## src/rtl/tbuf_pkg.sv

```systemverilog
// -----------------------------------------------------------------------------
// tbuf_pkg
// Shared types and helpers for the transmit frame buffer.
//   tbuf_state_e : FSM state encoding (frame filling vs. frame draining)
//   popcount     : counts written slots for the occupancy output
//   tbuf_idx_w   : slot index width for a given depth
//   tbuf_lvl_w   : occupancy width for a given depth (must hold DEPTH itself)
// -----------------------------------------------------------------------------
package tbuf_pkg;

    typedef enum logic {
        TBUF_FILL  = 1'b0,
        TBUF_DRAIN = 1'b1
    } tbuf_state_e;

    // Widest slot mask the popcount helper accepts.
    localparam int TBUF_MAX_DEPTH = 64;

    localparam int TBUF_DEF_DEPTH = 4;
    localparam int TBUF_DEF_IDX_W = $clog2(TBUF_DEF_DEPTH);
    localparam int TBUF_DEF_LVL_W = TBUF_DEF_IDX_W + 1;

    function automatic int tbuf_idx_w(input int depth);
        return $clog2(depth);
    endfunction

    function automatic int tbuf_lvl_w(input int depth);
        return $clog2(depth) + 1;
    endfunction

    function automatic int unsigned popcount(input logic [TBUF_MAX_DEPTH-1:0] bits);
        int unsigned cnt;
        cnt = 0;
        for (int i = 0; i < TBUF_MAX_DEPTH; i++) begin
            cnt += int'(bits[i]);
        end
        return cnt;
    endfunction

endpackage

```

## src/rtl/tbuf_storage.sv

```systemverilog
// -----------------------------------------------------------------------------
// tbuf_storage
// DEPTH x DATA_W slot register array for the transmit frame buffer.
//   clk, reset : clock and asynchronous active-high reset (clears all slots)
//   we, w_idx, w_data : indexed slot write
//   clear      : synchronous clear of every slot (frame reopened)
//   r_idx, r_data : combinational indexed read
//   contents   : flattened slot array, slot 0 in LSBs (only with TBUF_DEBUG_EN)
// -----------------------------------------------------------------------------
module tbuf_storage
    import tbuf_pkg::*;
#(
    parameter int DATA_W = 8,
    parameter int DEPTH  = TBUF_DEF_DEPTH,
    localparam int IDX_W = tbuf_idx_w(DEPTH)
) (
    input  logic                    clk,
    input  logic                    reset,
    input  logic                    we,
    input  logic [IDX_W-1:0]        w_idx,
    input  logic [DATA_W-1:0]       w_data,
    input  logic                    clear,
    input  logic [IDX_W-1:0]        r_idx,
`ifdef TBUF_DEBUG_EN
    output logic [DEPTH*DATA_W-1:0] contents,
`endif
    output logic [DATA_W-1:0]       r_data
);

    logic [DATA_W-1:0] mem [DEPTH];

    // NOTE: this array is reset and cleared on purpose -- slots skipped by the
    // CPU must read back as zero; sequential state uses non-blocking '<='.
    always_ff @(posedge clk or posedge reset) begin
        if (reset) begin
            for (int i = 0; i < DEPTH; i++) begin
                mem[i] <= '0;
            end
        end else if (clear) begin
            for (int i = 0; i < DEPTH; i++) begin
                mem[i] <= '0;
            end
        end else if (we) begin
            mem[w_idx] <= w_data;
        end
    end

    assign r_data = mem[r_idx];

`ifdef TBUF_DEBUG_EN
    for (genvar g = 0; g < DEPTH; g++) begin : g_flat
        assign contents[g*DATA_W +: DATA_W] = mem[g];
    end
`endif

endmodule

```

## src/rtl/tx_frame_buffer.sv

```systemverilog
// -----------------------------------------------------------------------------
// tx_frame_buffer
// Frame-oriented transmit buffer between the CPU write path and the UART TX.
// The CPU fills address-mapped slots; the frame commits when every slot is
// written or on 'commit', then drains in slot order under 'rd'.
// Optional feature macro: TBUF_DEBUG_EN adds the dbg_buffer port.
//   clk, reset        : clock, asynchronous active-high reset
//   wr, address, w_data : CPU write strobe/address/data
//   commit            : close a non-empty frame early
//   rd                : transmitter consumed r_data
//   r_data, valid     : word at read pointer, valid while draining
//   full, empty       : frame committed / no slot written yet
//   level             : written slots (fill) or words left (drain)
//   wr_drop           : one-cycle pulse after a write discarded while full
//   dbg_buffer        : slot contents, slot 0 in LSBs (TBUF_DEBUG_EN only)
// -----------------------------------------------------------------------------
module tx_frame_buffer
    import tbuf_pkg::*;
#(
    parameter int DATA_W    = 8,
    parameter int DEPTH     = TBUF_DEF_DEPTH,
    parameter int ADDR_W    = 4,
    parameter int BASE_ADDR = 6,
    localparam int IDX_W    = tbuf_idx_w(DEPTH),
    localparam int LVL_W    = tbuf_lvl_w(DEPTH)
) (
    input  logic                    clk,
    input  logic                    reset,
    input  logic                    wr,
    input  logic [ADDR_W-1:0]       address,
    input  logic [DATA_W-1:0]       w_data,
    input  logic                    commit,
    input  logic                    rd,
    output logic [DATA_W-1:0]       r_data,
    output logic                    valid,
    output logic                    full,
    output logic                    empty,
    output logic [LVL_W-1:0]        level,
`ifdef TBUF_DEBUG_EN
    output logic [DEPTH*DATA_W-1:0] dbg_buffer,
`endif
    output logic                    wr_drop
);

    // One extra address bit so BASE_ADDR+DEPTH never wraps in the compare.
    localparam logic [ADDR_W:0] SLOT_LO = (ADDR_W+1)'(BASE_ADDR);
    localparam logic [ADDR_W:0] SLOT_HI = (ADDR_W+1)'(BASE_ADDR + DEPTH);

    tbuf_state_e       state, state_nxt;
    logic [DEPTH-1:0]  wmask, wmask_nxt, wr_onehot, fill_mask;
    logic [LVL_W-1:0]  len, len_nxt, fill_len;
    logic [IDX_W-1:0]  r_ptr, r_ptr_nxt, wr_idx;
    logic [ADDR_W:0]   addr_ext;
    logic              in_range, store_en, clear_all, last_rd, wr_drop_nxt;
    logic [DATA_W-1:0] slot_data;

    assign addr_ext  = {1'b0, address};
    assign in_range  = (addr_ext >= SLOT_LO) && (addr_ext < SLOT_HI);
    assign wr_idx    = IDX_W'(addr_ext - SLOT_LO);
    assign wr_onehot = DEPTH'(1) << wr_idx;
    assign last_rd   = ({1'b0, r_ptr} + LVL_W'(1)) == len;

    // Mask including a same-cycle write, so a write plus commit in one cycle
    // (or the write that completes the mask) yields the correct frame length.
    always_comb begin
        fill_mask = wmask;
        if (wr && in_range) begin
            fill_mask = wmask | wr_onehot;
        end
        fill_len = '0;
        for (int i = 0; i < DEPTH; i++) begin
            if (fill_mask[i]) begin
                fill_len = LVL_W'(i + 1);
            end
        end
    end

    // NOTE: every signal gets a default before the case so no latch is inferred.
    always_comb begin
        state_nxt   = state;
        wmask_nxt   = wmask;
        len_nxt     = len;
        r_ptr_nxt   = r_ptr;
        store_en    = 1'b0;
        clear_all   = 1'b0;
        wr_drop_nxt = 1'b0;
        full        = 1'b0;
        valid       = 1'b0;
        empty       = 1'b0;
        r_data      = '0;
        level       = '0;

        case (state)
            TBUF_FILL: begin
                store_en  = wr && in_range;
                wmask_nxt = fill_mask;
                if ((&fill_mask) || (commit && (|fill_mask))) begin
                    state_nxt = TBUF_DRAIN;
                    len_nxt   = fill_len;
                end
                empty = (wmask == '0);
                level = LVL_W'(popcount(TBUF_MAX_DEPTH'(wmask)));
            end
            TBUF_DRAIN: begin
                wr_drop_nxt = wr && in_range;
                if (rd) begin
                    if (last_rd) begin
                        state_nxt = TBUF_FILL;
                        wmask_nxt = '0;
                        r_ptr_nxt = '0;
                        clear_all = 1'b1;
                    end else begin
                        r_ptr_nxt = r_ptr + 1'b1;
                    end
                end
                full   = 1'b1;
                valid  = 1'b1;
                r_data = slot_data;
                level  = len - {1'b0, r_ptr};
            end
            default: begin
                state_nxt = TBUF_FILL;
            end
        endcase
    end

    always_ff @(posedge clk or posedge reset) begin
        if (reset) begin
            state   <= TBUF_FILL;
            wmask   <= '0;
            len     <= '0;
            r_ptr   <= '0;
            wr_drop <= 1'b0;
        end else begin
            state   <= state_nxt;
            wmask   <= wmask_nxt;
            len     <= len_nxt;
            r_ptr   <= r_ptr_nxt;
            wr_drop <= wr_drop_nxt;
        end
    end

    tbuf_storage #(
        .DATA_W (DATA_W),
        .DEPTH  (DEPTH)
    ) u_storage (
        .clk      (clk),
        .reset    (reset),
        .we       (store_en),
        .w_idx    (wr_idx),
        .w_data   (w_data),
        .clear    (clear_all),
        .r_idx    (r_ptr),
`ifdef TBUF_DEBUG_EN
        .contents (dbg_buffer),
`endif
        .r_data   (slot_data)
    );

endmodule

```

## config.mk

```make
export PLATFORM = sky130hd
export DESIGN_NAME = tx_frame_buffer
export DESIGN_NICKNAME = d
export VERILOG_FILES = /design/src/rtl/tbuf_pkg.sv /design/src/rtl/tbuf_storage.sv /design/src/rtl/tx_frame_buffer.sv
export SDC_FILE = /design/constraint.sdc
export NUM_CORES = 1
export LEC_CHECK = 0
export ABC_CLOCK_PERIOD_IN_PS = 1900
export CAP_MARGIN = 20
export CORE_MARGIN = 4
export CORE_UTILIZATION = 54
export DETAILED_ROUTE_END_ITERATION = 16
export GPL_TIMING_DRIVEN = 0
export PLACE_DENSITY = 0.82
export SYNTH_ARGS = -nofsm -noshare
export SYNTH_HDL_FRONTEND = slang
export SYNTH_SLANG_ARGS = --single-unit
```

## constraint.sdc

```tcl
create_clock -name clk -period 1.9 [get_ports clk]
set_input_delay 0.19 -clock clk [delete_from_list [all_inputs] [get_ports clk]]
set_output_delay 0.19 -clock clk [all_outputs]
set_load 0.05 [all_outputs]
```

* After elaboration in Yosys (flattened, before gate mapping)
Index checks and enable logic that the tools add are counted.
Operators by class: $add $sub $neg 7, magnitude comparators 5, equal/unequal tests 3, shift-type cells 1, multiplexer cells 30, bitwise gates (word level) 4, reduce and logical (&&, ||, !) cells 12
Operators with widths (number):
- two-way mux 32 bit | 2
- bitwise mux 32 bit | 1
- two-way mux 8 bit | 4
- binary-select mux 8 bit (select 2 bit) | 1
- demux 8 bit (select 2 bit) | 1
- two-way mux 4 bit | 3
- two-way mux 1 bit | 11
- two-way mux 3 bit | 3
- case mux 4 bit (2 select lines) | 1
- greater-or-equal comparator 3 bit, second input constant | 2
- NOT 2 -> 3 bit | 2
- case mux 3 bit (2 select lines) | 1
- AND reduction 2 bit | 3
- greater-or-equal comparator 4 x 3 -> 1 bit, second input constant | 1
- logical AND 1 bit | 4
- logical NOT 4 bit | 1
- less-than comparator 4 bit, second input constant | 1
- OR 4 bit | 1
- AND reduction 4 bit | 1
- OR reduction 4 bit | 1
- left shift 1 x 2 -> 4 bit, first input constant | 1
- adder 2 x 1 -> 3 bit | 1
- adder 2 x 1 -> 3 bit, second input constant | 1
- adder 3 x 1 -> 3 bit | 1
- 13 further kinds | 13
Storage, ports and cells: register bits 43, input port bits 17, output and inout bits 15, word-level logic and storage cells 71

* Logic depth before layout (Yosys ltp)
depth after elaboration 9, depth in mapped cells 7, depth with buffers taken out 7

* By module
Synthesis repeated with hierarchy kept, for this count alone.
Unflattened totals: cells, all modules 225, area total of the unflattened synthesis 2471.1 µm²
Modules (own cells, without submodules):
- tbuf_storage | times used 1, cells an instance 128, area an instance 1644.1 µm², sequential area each 800.8 µm²
- tx_frame_buffer | times used 1, cells an instance 97, area an instance 827.0 µm², sequential area each 275.3 µm²

* Worst setup path before layout
OpenSTA, ideal clock, no wires.
kind flip-flop to output port, from register state, to output port empty, arrival time 2.692 ns, data required time 1.710 ns, setup slack -0.982 ns, stages on the path, launching flop included 4, path buffers 2, cell sequence dfrtp_1 > clkbuf_2 > buf_2 > nor4b_1
On the way: word-level cells in the longest chain between the ends 1
RTL lines:
- from (decl) | RTL line tx_frame_buffer.sv:49 | tbuf_state_e state, state_nxt;
- from (signal assigned) | RTL line tx_frame_buffer.sv:135 | state <= state_nxt;
- two-way mux 1 bit | RTL line tx_frame_buffer.sv:93 | case (state)
- to (decl) | RTL line tx_frame_buffer.sv:37 | output logic empty,
Every way passes these cells.

* Worst setup path after layout
from register wmask[3], to output port level[1]
On the way: word-level cells in the longest chain between the ends 2
RTL lines:
- from (decl) | RTL line tx_frame_buffer.sv:50 | logic [DEPTH-1:0] wmask, wmask_nxt, wr_onehot, fill_mask;
- from (signal assigned) | RTL line tx_frame_buffer.sv:136 | wmask <= wmask_nxt;
- adder 3 x 1 -> 3 bit | RTL line tbuf_pkg.sv:35 | cnt += int'(bits[i]);
- case mux 3 bit (2 select lines) | RTL line tx_frame_buffer.sv:93
- to (decl) | RTL line tx_frame_buffer.sv:38 | output logic [LVL_W-1:0] level,
Every way passes these cells.

==> impl_metrics.py <==
metrics = {
    "final_layout": {
        "syn_to_final_growth_pct": 33.6,
        "finish.net_count": 324,
        "diodes": 0,
        "fin_util_pct": 76.1,
        "drive_gt1_share_pct": 31.9,
    },
    "setup_path": {
        "cp_common_cell": "inv_2",
        "rr_worst_depth": 9,
        "max_stage_delay_ns": 0.55,
        "regToRegSetupSlack_ns": 0.07,
        "r2r-end": "u_storage.mem[23]$_DFFE_PP0P_",
        "start_kind": "register",
        "cpMaxStageDelayCell": "fa_1",
        "critical_path.max_fanout": 2,
        "cp-end-kind": "primary output",
        "worstPathCellList": "inv_2 > fa_1 > inv_2 > ha_4 > ha_4 > inv_2 > mux2i_4 > buf_6",
        "r2r_start": "r_ptr[1]$_DFFE_PP0P_",
        "critPathRequiredTime_ns": 1.71,
        "arrival_ns": 2.07,
        "criticalPathCategory": "reg2out",
    },
    "placement": {
        "port_buffers": 30,
        "place_ws_ns": -0.827,
        "dp_hpwl_um": 3700,
        "routabilityCongestion": 0.888,
    },
    "status": {
        "status": "finished, violations left",
        "failed_checks": "negative setup slack",
    },
    "logic_synthesis": {
        "synth_ff_type": "dfrtp_1",
        "syn_inst": 244,
        "synth_simple_gate_area_share_pct": 21.5,
        "synth-seq-area-share_pct": 46.6,
        "ys_ff_latch": 43,
        "synth.top_cell.area_share_pct": 46.6,
        "synth-xor-area-share_pct": 1.14,
        "async_flop_share_pct": 100,
        "synth-edff-count": 0,
        "synth_area_leader_cell": "dfrtp_1",
        "synth_compound_area_share_pct": 12.2,
        "syn_area_sq_mm": 0.00231,
        "synth.distinct_cells": 36,
        "avgSynthCellArea_sq_um": 9.47,
        "synthMuxAreaShare_pct": 9.10,
        "synth_adder_area_share_pct": 4.44,
        "syn_nets": 268,
        "synthTopCellsByArea": "dfrtp_1 (47%), nand2_1 (11%), mux4_2 (7.8%)",
        "netlist_top_cells_count": "nand2_1 (70), dfrtp_1 (43), o21ai_0 (34), inv_1 (11), buf_2 (10)",
        "ys_warn_count": 0,
        "synth_top_family_by_area": "simple AND/OR/NAND/NOR gates",
        "yosysMostFrequentCell": "nand2_1",
    },
    "timing": {
        "fmax_mhz": 442,
        "finalCriticalPeriod_ns": 2.26,
        "final_max_slew_viol_count": 0,
        "rsz0062_at_grt": "yes",
        "hold_viol_final": 0,
        "fin_worst_skew_ns": 0.00463,
        "worst_slew_pin_slew_ns": 0.863,
        "finalCritPeriodShare_pct": 119,
        "setup_ws_ns": -0.362,
        "setup_viol": 11,
        "maxSlewHeadroom_pct": 42.4,
    },
    "floorplan": {
        "start_util_pct": 57.0,
        "die_h_um": 73.4,
        "core_sq_mm": 0.00406,
        "die_x_um": 73.4,
        "placementRows": 23,
        "die-area_sq_mm": 0.00539,
        "design.portCount": 32,
    },
    "hold_path": {
        "min_path_cells": 3,
        "whs_endpoint": "u_storage.mem[14]$_DFFE_PP0P_",
        "worst_hold_path_type": "in2reg",
        "min-delay-start": "address[0]",
    },
    "global_route": {
        "overflow": 0,
        "grt_max_degree": 44,
        "grt_usage_pct": 23.5,
        "grt_pass1_wl_um": 9520,
        "grt_pass1_vias": 1985,
        "antenna_found_initial": 0,
    },
    "flow_run": {
        "maxCapViolCount": 0,
    },
    "clocking": {
        "clock_latency_ns": 0.30,
        "ctsLongestPathBuffers": 2,
        "htreeDepth": 2,
        "cts_tree": "yes",
        "path_clk_slew_ns": 0.08,
        "cts_num_sinks": 43,
        "numCtsBuffers": 5,
        "cts-root-buf": "clkbuf_8",
    },
    "drt": {
        "via_per_inst": 5.81,
        "vias": 2041,
        "wl_per_cell_um": 17.0,
        "drt_first_pass_iters": 7,
        "drtIter0Drc": 238,
        "route.detailed.drc": 0,
        "antenna_left": 0,
        "totalWireLength_um": 5980,
    },
    "power": {
        "ir_worst_vdd_uv": 967,
        "cellLeakagePower_nw": 1.40,
        "total_power_mw": 5.61,
        "power_density_mw_per_mm2": 1820,
    },
}
==> critical path: cells and delay by family (launching register included) <==
kind                     cells  cell delay [ns]
adder cells (fa/ha/maj)      3             0.95
buffers and inverters        4             0.30
flip-flops                   1             0.39
multiplexers                 1             0.13
==> per-layer routing <==
layer,track usage (%),routed length (um),vias to the layer above
li1,-,-,936
met1,32.6,2440,983
met2,37.0,2930,104
met3,4.79,488,18
met4,7.85,120,0
met5,0,0,-
==> worst max-delay path by stage <==
stage	startpoint	to	slack [ns]	depth (start not counted)
final	wmask[3]$_DFFE_PP0P_	level[1]	-0.36	8
after global routing	wmask[3]$_DFFE_PP0P_	level[1]	-0.41	8
after CTS	wmask[3]$_DFFE_PP0P_	level[1]	-0.36	8
after detailed placement	wmask[1]$_DFFE_PP0P_	level[1]	-0.83	8
after global placement	wmask[0]$_DFFE_PP0P_	level[1]	-0.75	8
after floorplan	wmask[0]$_DFFE_PP0P_	level[0]	-0.14	6
==> cell families (layout without fill, tap and decap cells) <==
kind of cell | after synthesis | count (layout)
buf+inv | 25 | 81
fa+ha+maj | 7 | 7
simple gates | 104 | 105
xor+xnor | 3 | 3
compound gates | 51 | 51
mux | 11 | 11
flops | 43 | 43
==> what timing repair did <==
action | 4_1_cts | 5_1_grt
gates resized for setup | 109 | 13
endpoints found under the setup margin | 42 | 48
cloned | 4 | 0
setup buffers | 13 | 2
pin swaps | 4 | 1
hold buffers | 0 | 0
==> metrics by stage <==
stage	hold WS, ns	TNS (ns)	instances	instance area [sq um]
after floorplan	0.307	-0.288	244	2360
after global placement	0.504	-18.86	324	2720
after detailed placement	0.511	-11.65	324	2720
after CTS	0.369	-1.91	349	3020
after global routing	0.396	-2.06	351	3090
final	0.383	-1.35	351	3090
==> where the power goes <==
group	switching, mW	total [mW]	internal (mW)
combinational	1.87	3.40	1.54
clock	0.315	0.572	0.257
sequential	0.281	1.63	1.35
==> cell type report <==
| type | instances | area (sq um) |
|---|---|---|
| Multi-Input combinational cell | 177 | 1250 |
| Sequential cell | 43 | 1080 |
| Fill cell | 281 | 970 |
| Timing Repair Buffer | 48 | 454 |
| Buffer | 14 | 114 |
| Clock buffer | 6 | 72.6 |
| Tap cell | 50 | 62.6 |
| Inverter | 11 | 41.3 |
| Clock inverter | 2 | 12.5 |
==> registers in the layout, indices dropped and copies added, names as in the netlist <==
name           count
wmask              4
state              1
r_ptr              2
len                3
u_storage.mem     32
wr_drop            1
==> layout by cell type (no fill, tap or decap), types with 3 or more instances in the layout <==
cell type	count
dfrtp_1	39
a21o_1	6
clkbuf_8	5
a21oi_1	3
nor3_2	3
inv_1	4
ha_4	3
buf_6	16
inv_2	7
mux4_2	8
clkdlybuf4s50_1	18
buf_4	21
dfrtp_2	4
buf_2	4
and2_2	7
nor2_1	7
nand2_1	70
o21ai_1	3
o21ai_0	34
(Power assumes the default switching activity.)
